[src/rtl/mac_filter_cam.sv]
// AXI-Stream receive-path destination-MAC filter with a programmable address table.
// Optional multicast acceptance is enabled by defining MAC_FILTER_MCAST_EN.
module mac_filter_cam #(
  parameter int          DATA_W      = 32,
  parameter int          NUM_ADDR    = 4,
  parameter logic [47:0] DEFAULT_MAC = 48'hDEADBEEF1234,
  parameter int          CNT_W       = 16,
  localparam int         IDX_W       = (NUM_ADDR > 1) ? $clog2(NUM_ADDR) : 1
) (
  input  logic              clk,
  input  logic              rst_n,
  input  logic              in_tvalid,
  output logic              in_tready,
  input  logic [DATA_W-1:0] in_tdata,
  input  logic              in_tlast,
  output logic              out_tvalid,
  input  logic              out_tready,
  output logic [DATA_W-1:0] out_tdata,
  output logic              out_tlast,
  input  logic              cfg_we,
  input  logic [IDX_W-1:0]  cfg_idx,
  input  logic [47:0]       cfg_mac,
  input  logic              cfg_valid,
  input  logic              promisc,
  input  logic              bcast_en,
`ifdef MAC_FILTER_MCAST_EN
  input  logic              mcast_en,
`endif
  input  logic              cnt_clr,
  output logic [CNT_W-1:0]  pass_cnt,
  output logic [CNT_W-1:0]  drop_cnt,
  output logic [CNT_W-1:0]  runt_cnt
);

  // state | meaning
  // HDR   | collecting the 6 destination-address beats
  // FLUSH | replaying the buffered header beats downstream
  // PASS  | cut-through of the remaining frame
  // DROP  | discarding the remaining frame up to tlast
  typedef enum logic [1:0] {HDR, FLUSH, PASS, DROP} state_t;

  state_t state, state_nxt;

  logic [DATA_W-1:0] hdr_buf [6];
  logic [2:0]        hdr_cnt;
  logic [2:0]        flush_idx;
  logic              out_vld_r;
  logic [DATA_W-1:0] out_data_r;
  logic              ready_en;

  logic [47:0]         tbl_mac [NUM_ADDR];
  logic [NUM_ADDR-1:0] tbl_vld;

  logic [47:0]       da;
  logic              hit, is_bcast, match;
  logic              hdr_acc, is_runt, decide;
  logic [DATA_W-1:0] flush_data;

  assign hdr_acc = (state == HDR) && in_tvalid && ready_en;
  assign is_runt = hdr_acc && in_tlast;
  assign decide  = hdr_acc && !in_tlast && (hdr_cnt == 3'd5);

  assign da = {hdr_buf[0][7:0], hdr_buf[1][7:0], hdr_buf[2][7:0],
               hdr_buf[3][7:0], hdr_buf[4][7:0], in_tdata[7:0]};

  always_comb begin
    hit = 1'b0;
    for (int i = 0; i < NUM_ADDR; i++) begin
      if (tbl_vld[i] && (tbl_mac[i] == da)) hit = 1'b1;
    end
    is_bcast = &da;
    match    = promisc | (bcast_en & is_bcast) | hit;
`ifdef MAC_FILTER_MCAST_EN
    // Group bit is bit 0 of the first wire byte.
    match    = match | (mcast_en & da[40] & ~is_bcast);
`endif
  end

  always_comb begin
    flush_data = '0;
    for (int i = 0; i < 6; i++) begin
      if (flush_idx == 3'(i)) flush_data = hdr_buf[i];
    end
  end

  always_ff @(posedge clk or negedge rst_n) begin
    if (!rst_n) state <= HDR;
    else        state <= state_nxt;
  end

  always_comb begin
    state_nxt  = state;
    in_tready  = 1'b0;
    out_tvalid = out_vld_r;
    out_tdata  = out_data_r;
    out_tlast  = 1'b0;
    case (state)
      HDR: begin
        in_tready = ready_en;
        if (is_runt)     state_nxt = HDR;
        else if (decide) state_nxt = match ? FLUSH : DROP;
      end
      FLUSH: begin
        if (out_tready && (flush_idx == 3'd6)) state_nxt = PASS;
      end
      PASS: begin
        out_tvalid = in_tvalid;
        out_tdata  = in_tdata;
        out_tlast  = in_tlast;
        in_tready  = out_tready;
        if (in_tvalid && out_tready && in_tlast) state_nxt = HDR;
      end
      DROP: begin
        in_tready = 1'b1;
        if (in_tvalid && in_tlast) state_nxt = HDR;
      end
      default: state_nxt = HDR;
    endcase
  end

  // in_tready must stay low until the first clock after reset release.
  always_ff @(posedge clk or negedge rst_n) begin
    if (!rst_n) ready_en <= 1'b0;
    else        ready_en <= 1'b1;
  end

  always_ff @(posedge clk or negedge rst_n) begin
    if (!rst_n) begin
      hdr_cnt <= '0;
      for (int i = 0; i < 6; i++) hdr_buf[i] <= '0;
    end else if (hdr_acc) begin
      for (int i = 0; i < 6; i++) begin
        if (hdr_cnt == 3'(i)) hdr_buf[i] <= in_tdata;
      end
      if (is_runt || decide) hdr_cnt <= '0;
      else                   hdr_cnt <= hdr_cnt + 3'd1;
    end
  end

  // Header replay: flush_idx points at the next buffer entry to load.
  always_ff @(posedge clk or negedge rst_n) begin
    if (!rst_n) begin
      out_vld_r  <= 1'b0;
      out_data_r <= '0;
      flush_idx  <= '0;
    end else if (decide && match) begin
      out_vld_r  <= 1'b1;
      out_data_r <= hdr_buf[0];
      flush_idx  <= 3'd1;
    end else if ((state == FLUSH) && out_tready) begin
      if (flush_idx == 3'd6) begin
        out_vld_r <= 1'b0;
      end else begin
        out_data_r <= flush_data;
        flush_idx  <= flush_idx + 3'd1;
      end
    end
  end

  // A write concurrent with a decision lands after it, so the decision sees the old table.
  always_ff @(posedge clk or negedge rst_n) begin
    if (!rst_n) begin
      for (int i = 0; i < NUM_ADDR; i++) tbl_mac[i] <= (i == 0) ? DEFAULT_MAC : 48'h0;
      tbl_vld <= NUM_ADDR'(1);
    end else begin
      for (int i = 0; i < NUM_ADDR; i++) begin
        if (cfg_we && (cfg_idx == IDX_W'(i))) begin
          tbl_mac[i] <= cfg_mac;
          tbl_vld[i] <= cfg_valid;
        end
      end
    end
  end

  always_ff @(posedge clk or negedge rst_n) begin
    if (!rst_n) begin
      pass_cnt <= '0;
      drop_cnt <= '0;
      runt_cnt <= '0;
    end else if (cnt_clr) begin
      pass_cnt <= '0;
      drop_cnt <= '0;
      runt_cnt <= '0;
    end else begin
      if (decide && match && !(&pass_cnt))  pass_cnt <= pass_cnt + 1'b1;
      if (decide && !match && !(&drop_cnt)) drop_cnt <= drop_cnt + 1'b1;
      if (is_runt && !(&runt_cnt))          runt_cnt <= runt_cnt + 1'b1;
    end
  end

endmodule

[config.mk]
export PLATFORM = sky130hd
export DESIGN_NAME = mac_filter_cam
export DESIGN_NICKNAME = d
export VERILOG_FILES = /design/src/rtl/mac_filter_cam.sv
export SDC_FILE = /design/constraint.sdc
export NUM_CORES = 1
export LEC_CHECK = 0
export BUFFER_PORTS_ARGS = -buffer_cell sky130_fd_sc_hd__buf_4
export CORE_MARGIN = 2
export CORE_UTILIZATION = 30
export CTS_CLUSTER_SIZE = 20
export DETAILED_ROUTE_END_ITERATION = 12
export SLEW_MARGIN = 20
export SYNTH_ARGS = -nofsm -noshare
export SYNTH_HDL_FRONTEND = slang
export SYNTH_SLANG_ARGS = --single-unit
[constraint.sdc]
create_clock -name clk -period 3.3 [get_ports clk]
set_input_delay 0.165 -clock clk [delete_from_list [all_inputs] [get_ports clk]]
set_output_delay 0.165 -clock clk [all_outputs]
set_load 0.02 [all_outputs]
# Word level (Yosys, flattened, before mapping)
# Cells that the tools add are included.
# word_totals
regBits	478
inputBits	92
output_inout_bits	83
# op_classes
addsub	5
eq_ne	26
mux	37
bitwise_logic	3
n_reduce_logical	51
# op_table
op	n
$mux W32	10
$eq A48 B48 Y1	4
$mux W16	6
$add A16 B1 Y16 const B	3
$reduce_and A16 Y1	3
$reduce_and A48 Y1	1
$logic_and A1 B1 Y1	23
$reduce_and A2 Y1	8
$eq A3 B3 Y1 const B	5
$eq A3 B2 Y1 const B	4
$mux W2	6
$mux W3	4
$reduce_bool A2 Y1	5
$mux W1	9
$eq A2 B2 Y1 const B	4
$pmux W2 S4	1
$add A3 B1 Y3 const B	2
$eq A3 B1 Y1 const B	2
$logic_not A3 Y1	2
$ne A2 B2 Y1 const B	3
$logic_not A1 Y1	5
$eq A2 B1 Y1 const B	2
$logic_not A2 Y1	2
$reduce_and A4 Y1	1
6 further kinds	7

# Depth between registers and ports, before layout
# depth
ltp_word	12
ltp_mapped	12
depth_no_buf	10

# Worst setup path after synthesis
# No wires, ideal clock.
# synth_path
path_kind	reg2reg
from	reg hdr_buf (netlist bit da[24])
to	reg pass_cnt[3]
arrival_time_ns	2.540
path_slack_ns	0.624
path_stages_with_launch	12
n_path_buf	3
synth_period_minus_slack_ns	2.676
path_cell_list	dfrtp_1 buf_4 xor2_1 nor4_1 nand4_1 or4_1 o311a_4 a21o_1 buf_6 buf_2 o31ai_1 a21oi_1
# synth_via
elab_chain_len	10
elab_cells_between_ends	19
# synth_lines
item	line_no	source
from (decl)	44	logic [DATA_W-1:0] hdr_buf [6];
from (signal, indexed assignment)	133	if (hdr_cnt == 3'(i)) hdr_buf[i] <= in_tdata;
$eq A48 B48 Y1	69	if (tbl_vld[i] && (tbl_mac[i] == da)) hit = 1'b1;
$logic_and A1 B1 Y1	69	
$mux W1 (4 in series)	69	
$or A1 B1 Y1 (*)	72	match = promisc | (bcast_en & is_bcast) | hit;
$logic_and A1 B1 Y1 (*) (2 in series)	185	if (decide && match && !(&pass_cnt)) pass_cnt <= pass_cnt + 1'b1;
$reduce_bool A2 Y1 (no line) (*)	-	
to (signal assigned)	185	
to (decl)	30	output logic [CNT_W-1:0] pass_cnt,
# Mark *: on every way between the ends. The rest lies on a longest branch, timed or not.
# A chain may end at the register's enable or synchronous reset.

# Worst setup path after layout
# layout_path
from	reg tbl_mac[166] (netlist name)
to	reg pass_cnt[3]
# layout_via
elab_chain_len	10
# layout_lines
item	line_no	source
from (decl)	51	logic [47:0] tbl_mac [NUM_ADDR];
from (signal, indexed assignment)	168	tbl_mac[i] <= cfg_mac;
$eq A48 B48 Y1	69	
$logic_and A1 B1 Y1	69	
$mux W1 (4 in series)	69	
$or A1 B1 Y1	72	
$logic_and A1 B1 Y1 (2 in series)	185	
$reduce_bool A2 Y1 (no line)	-	
# Every way passes these cells.

==> results by group <==
Finish
  – Final Cell Area: 28,700 um2
  – Commonest non-fill, non-tap cells in the layout: 448 x mux2_2, 448 x dfrtp_1, 227 x buf_4
  – Final core occ: 0.3717
  – Fin nets: 2,280
  – Layout Area Growth over Synthesis: 23.09%
  – Fraction of layout cells with a size suffix above 1: 0.3764
  – Fillcell total: 7,488

Setup path
  – Worst r2r path cells: 9
  – Critical Path Start Type: register
  – Crit. End Element: register
  – CP Class: register to register
  – Crit-path max FO: 9
  – WP data arrival: 3.71 ns
  – Critical Path RT: 3.83 ns

Place
  – Port Buffer Count: 174
  – Placement Setup Slack: 0.009896 ns
  – Placer congestion estimate: 0.9602
  – Placed inst area: 26,020 um2
  – DP HPWL: 49.17 mm

STA
  – Relative slew slack: 0.3959
  – Final setup vio count: 0
  – Clock skew: 0.04104 ns
  – Period utilization: 0.9639
  – Final worst slack: 0.1193 ns
  – Slew Limit Fails: 0
  – Final Hold Vio Count: 0
  – TNS Setup: 0 ns
  – Fin crit period: 3.181 ns
  – RSZ-0062 raised after global routing: false
  – Fmax: 314.4 MHz
  – Slew at the pin with the worst max-slew slack: 0.9062 ns

Clock network
  – Worst skew pair latency: 0.64 ns
  – CTS max path bufs: 3
  – Post-CTS Setup Inserts: 0
  – Clock H-tree levels: 2
  – Total number of clock tree sinks: 478
  – CTS tree: built
  – Clock-pin slew of the registers on the worst-case setup and hold paths: 0.06 ns
  – Total CTS buffers: 54
  – Root Driver: clkbuf_16

Synthesis
  – Mapped Nets: 2,054
  – Post-Syn Instances: 1,949
  – Top-area cell type share of the netlist area: 0.4809
  – Synthesized flop and latch total: 478
  – Synth area leader: dfrtp_1
  – Syn Std Cell Area: 23,310 um2
  – Mean Syn Cell Area: 11.96 um2
  – Synth top area cells: dfrtp_1 48%, mux2_2 22%, xor2_1 3.8%, xnor2_1 3.6%, dfstp_2 3.4%
  – Register area share after synthesis: 0.5147
  – Unique masters post-synth: 56
  – Synth async-reset ratio: 1.000
  – Most frequently used flop master after synthesis: dfrtp_1
  – Synthesis warning total: 0
  – Post-synth EDFFs: 0

Die
  – Die area: 79,960 um2
  – Total core area: 77,210 um2
  – Initial Util: 0.3019
  – Core Rows: 102
  – Die width: 282.8 um
  – Die Ht: 282.8 um
  – IO Pins: 175

Drt
  – WL final: 74.15 mm
  – Antenna Nets Post-Route: 0
  – Vias: 16,737
  – Drt initial violations: 1,411
  – Total iterations of the first detailed-routing run: 5
  – Drt wl/cell: 22.73 um
  – # DRC: 0
  – Vias per std cell: 5.131

Pwr
  – Logic pwr share: 0.329
  – Clock network power share: 0.267
  – P_int: 15.05 mW
  – Switching Fraction: 0.3494
  – Seq pwr share: 0.404
  – PwrDens: 805.8 nW/um2
  – Psw: 8.078 mW
  – Max IR drop VDD: 0.4462 mV
  – Pleak: 12.25 nW
  – Tot Pwr: 23.12 mW

Worst hold path
  – Hold Crit Depth: 2
  – Worst Hold Class: input port to register

GRT
  – Gr usage total: 0.1837
  – Largest net degree at the start of global routing: 90
  – Initial antenna violation count: 4
  – Remaining Overflow, GRT: 0
  – Vias in the first global route: 17,097
  – First-pass GRT wire length: 110.8 mm

Run status
  – Status: finished, final reports clean

Job
  – Max-Cap Viols: 0
[kinds of logic after synthesis]
family,synth area share
AO/OA/AOI/OAI,0.06945
XOR/XNOR,0.07326
adder cells (fa/ha/maj),0.006977
buffers and inverters,0.03225
flip-flops,0.5147
multiplexers,0.2186
other,0.0001609
AND/OR/NAND/NOR,0.08458
[registers in the layout (all words and copies together) (netlist names)]
register / cells
da: 40
tbl_mac: 192
hdr_buf: 152
pass_cnt: 16
ready_en: 1
flush_idx: 3
hdr_cnt: 3
out_vld_r: 1
tbl_vld: 4
runt_cnt: 16
drop_cnt: 16
out_data_r: 32
state: 2
[Yosys cell counts (all sizes together), types with 10 or more instances]
cell type,instances
o31ai,14
o21ai,54
or4,10
dfrtp,448
xnor2,95
nor3,55
nor4,30
nor2b,10
a221oi,35
buf,53
nand4,43
nand3,28
dfstp,30
ha,13
xor2,100
and3,19
a21oi,57
clkbuf,100
nand2,67
mux2,450
inv,31
a211oi,32
nor2,93
[power groups by stage]
stage | clock, mW | combinational, mW | sequential (mW)
6_report | 6.18 | 7.61 | 9.34
5_1_grt | 6.54 | 8.24 | 9.54
4_1_cts | 6.32 | 7.61 | 9.30
3_5_place_dp | 0 | 7.47 | 9.39
3_3_place_gp | 0 | 7.37 | 9.30
2_1_floorplan | 0 | 5.49 | 8.47
[per-layer routing]
layer	up-vias	part of all wire	GRT usage
li1	7434	-	-
met1	8627	0.44	0.2476
met2	529	0.47	0.2943
met3	141	0.063	0.03606
met4	6	0.031	0.06403
met5	-	0.00046	0
[final cells by class]
type                       count  area, um2  area share
tap                         1040       1301     0.04535
clock inverter                18      219.0    0.007630
clock buffer                  84       1614     0.05625
timing repair buffer         323       2810     0.09793
inverter                      31      116.4    0.004055
multi-input combinational   1287      10630      0.3706
antenna                        1      2.502  0.00008720
sequential                   478      12000      0.4181
[path summary, 6_finish.rpt]
check | start | endpoint | slack, ns
setup reg to reg | tbl_mac[166] | pass_cnt[3] | 0.12
max in group asynchronous | rst_n | tbl_mac[172] | 2.12
hold / removal | cnt_clr | drop_cnt[6] | 0.02
min in group asynchronous | rst_n | hdr_buf[45] | 0.25
hold reg to reg | hdr_buf[107] | hdr_buf[107] | 0.50
setup / recovery | tbl_mac[166] | pass_cnt[3] | 0.12
[repair_timing]
| item | in CTS | in global routing |
|---|---|---|
| endpoints found under the setup margin | 4 | 7 |
| hold buffers | 81 | 0 |
| pin swaps | 0 | 0 |
| hold endpoints to repair | 432 | 0 |
| gates resized for setup | 1 | 3 |
[through the flow]
step | hold WS, ns | instances
CTS | 0.0004826 | 3261
floorplan | -0.1306 | 1949
finish | 0.02203 | 3262
global placement | 0.3201 | 3078
global route | 0.04627 | 3262
detailed placement | 0.3056 | 3078
[critical path: stages, from the launching register on]
cell     delay [ns]
dfstp_2        0.54
xor2_1         0.07
nor4_2         0.41
buf_4          0.18
nand4_1        0.13
or4_1          0.57
o311a_4        0.21
a21o_2         0.31
or4_1          0.51
a21oi_1        0.16
Note: power is estimated with default switching activity, not from simulation.
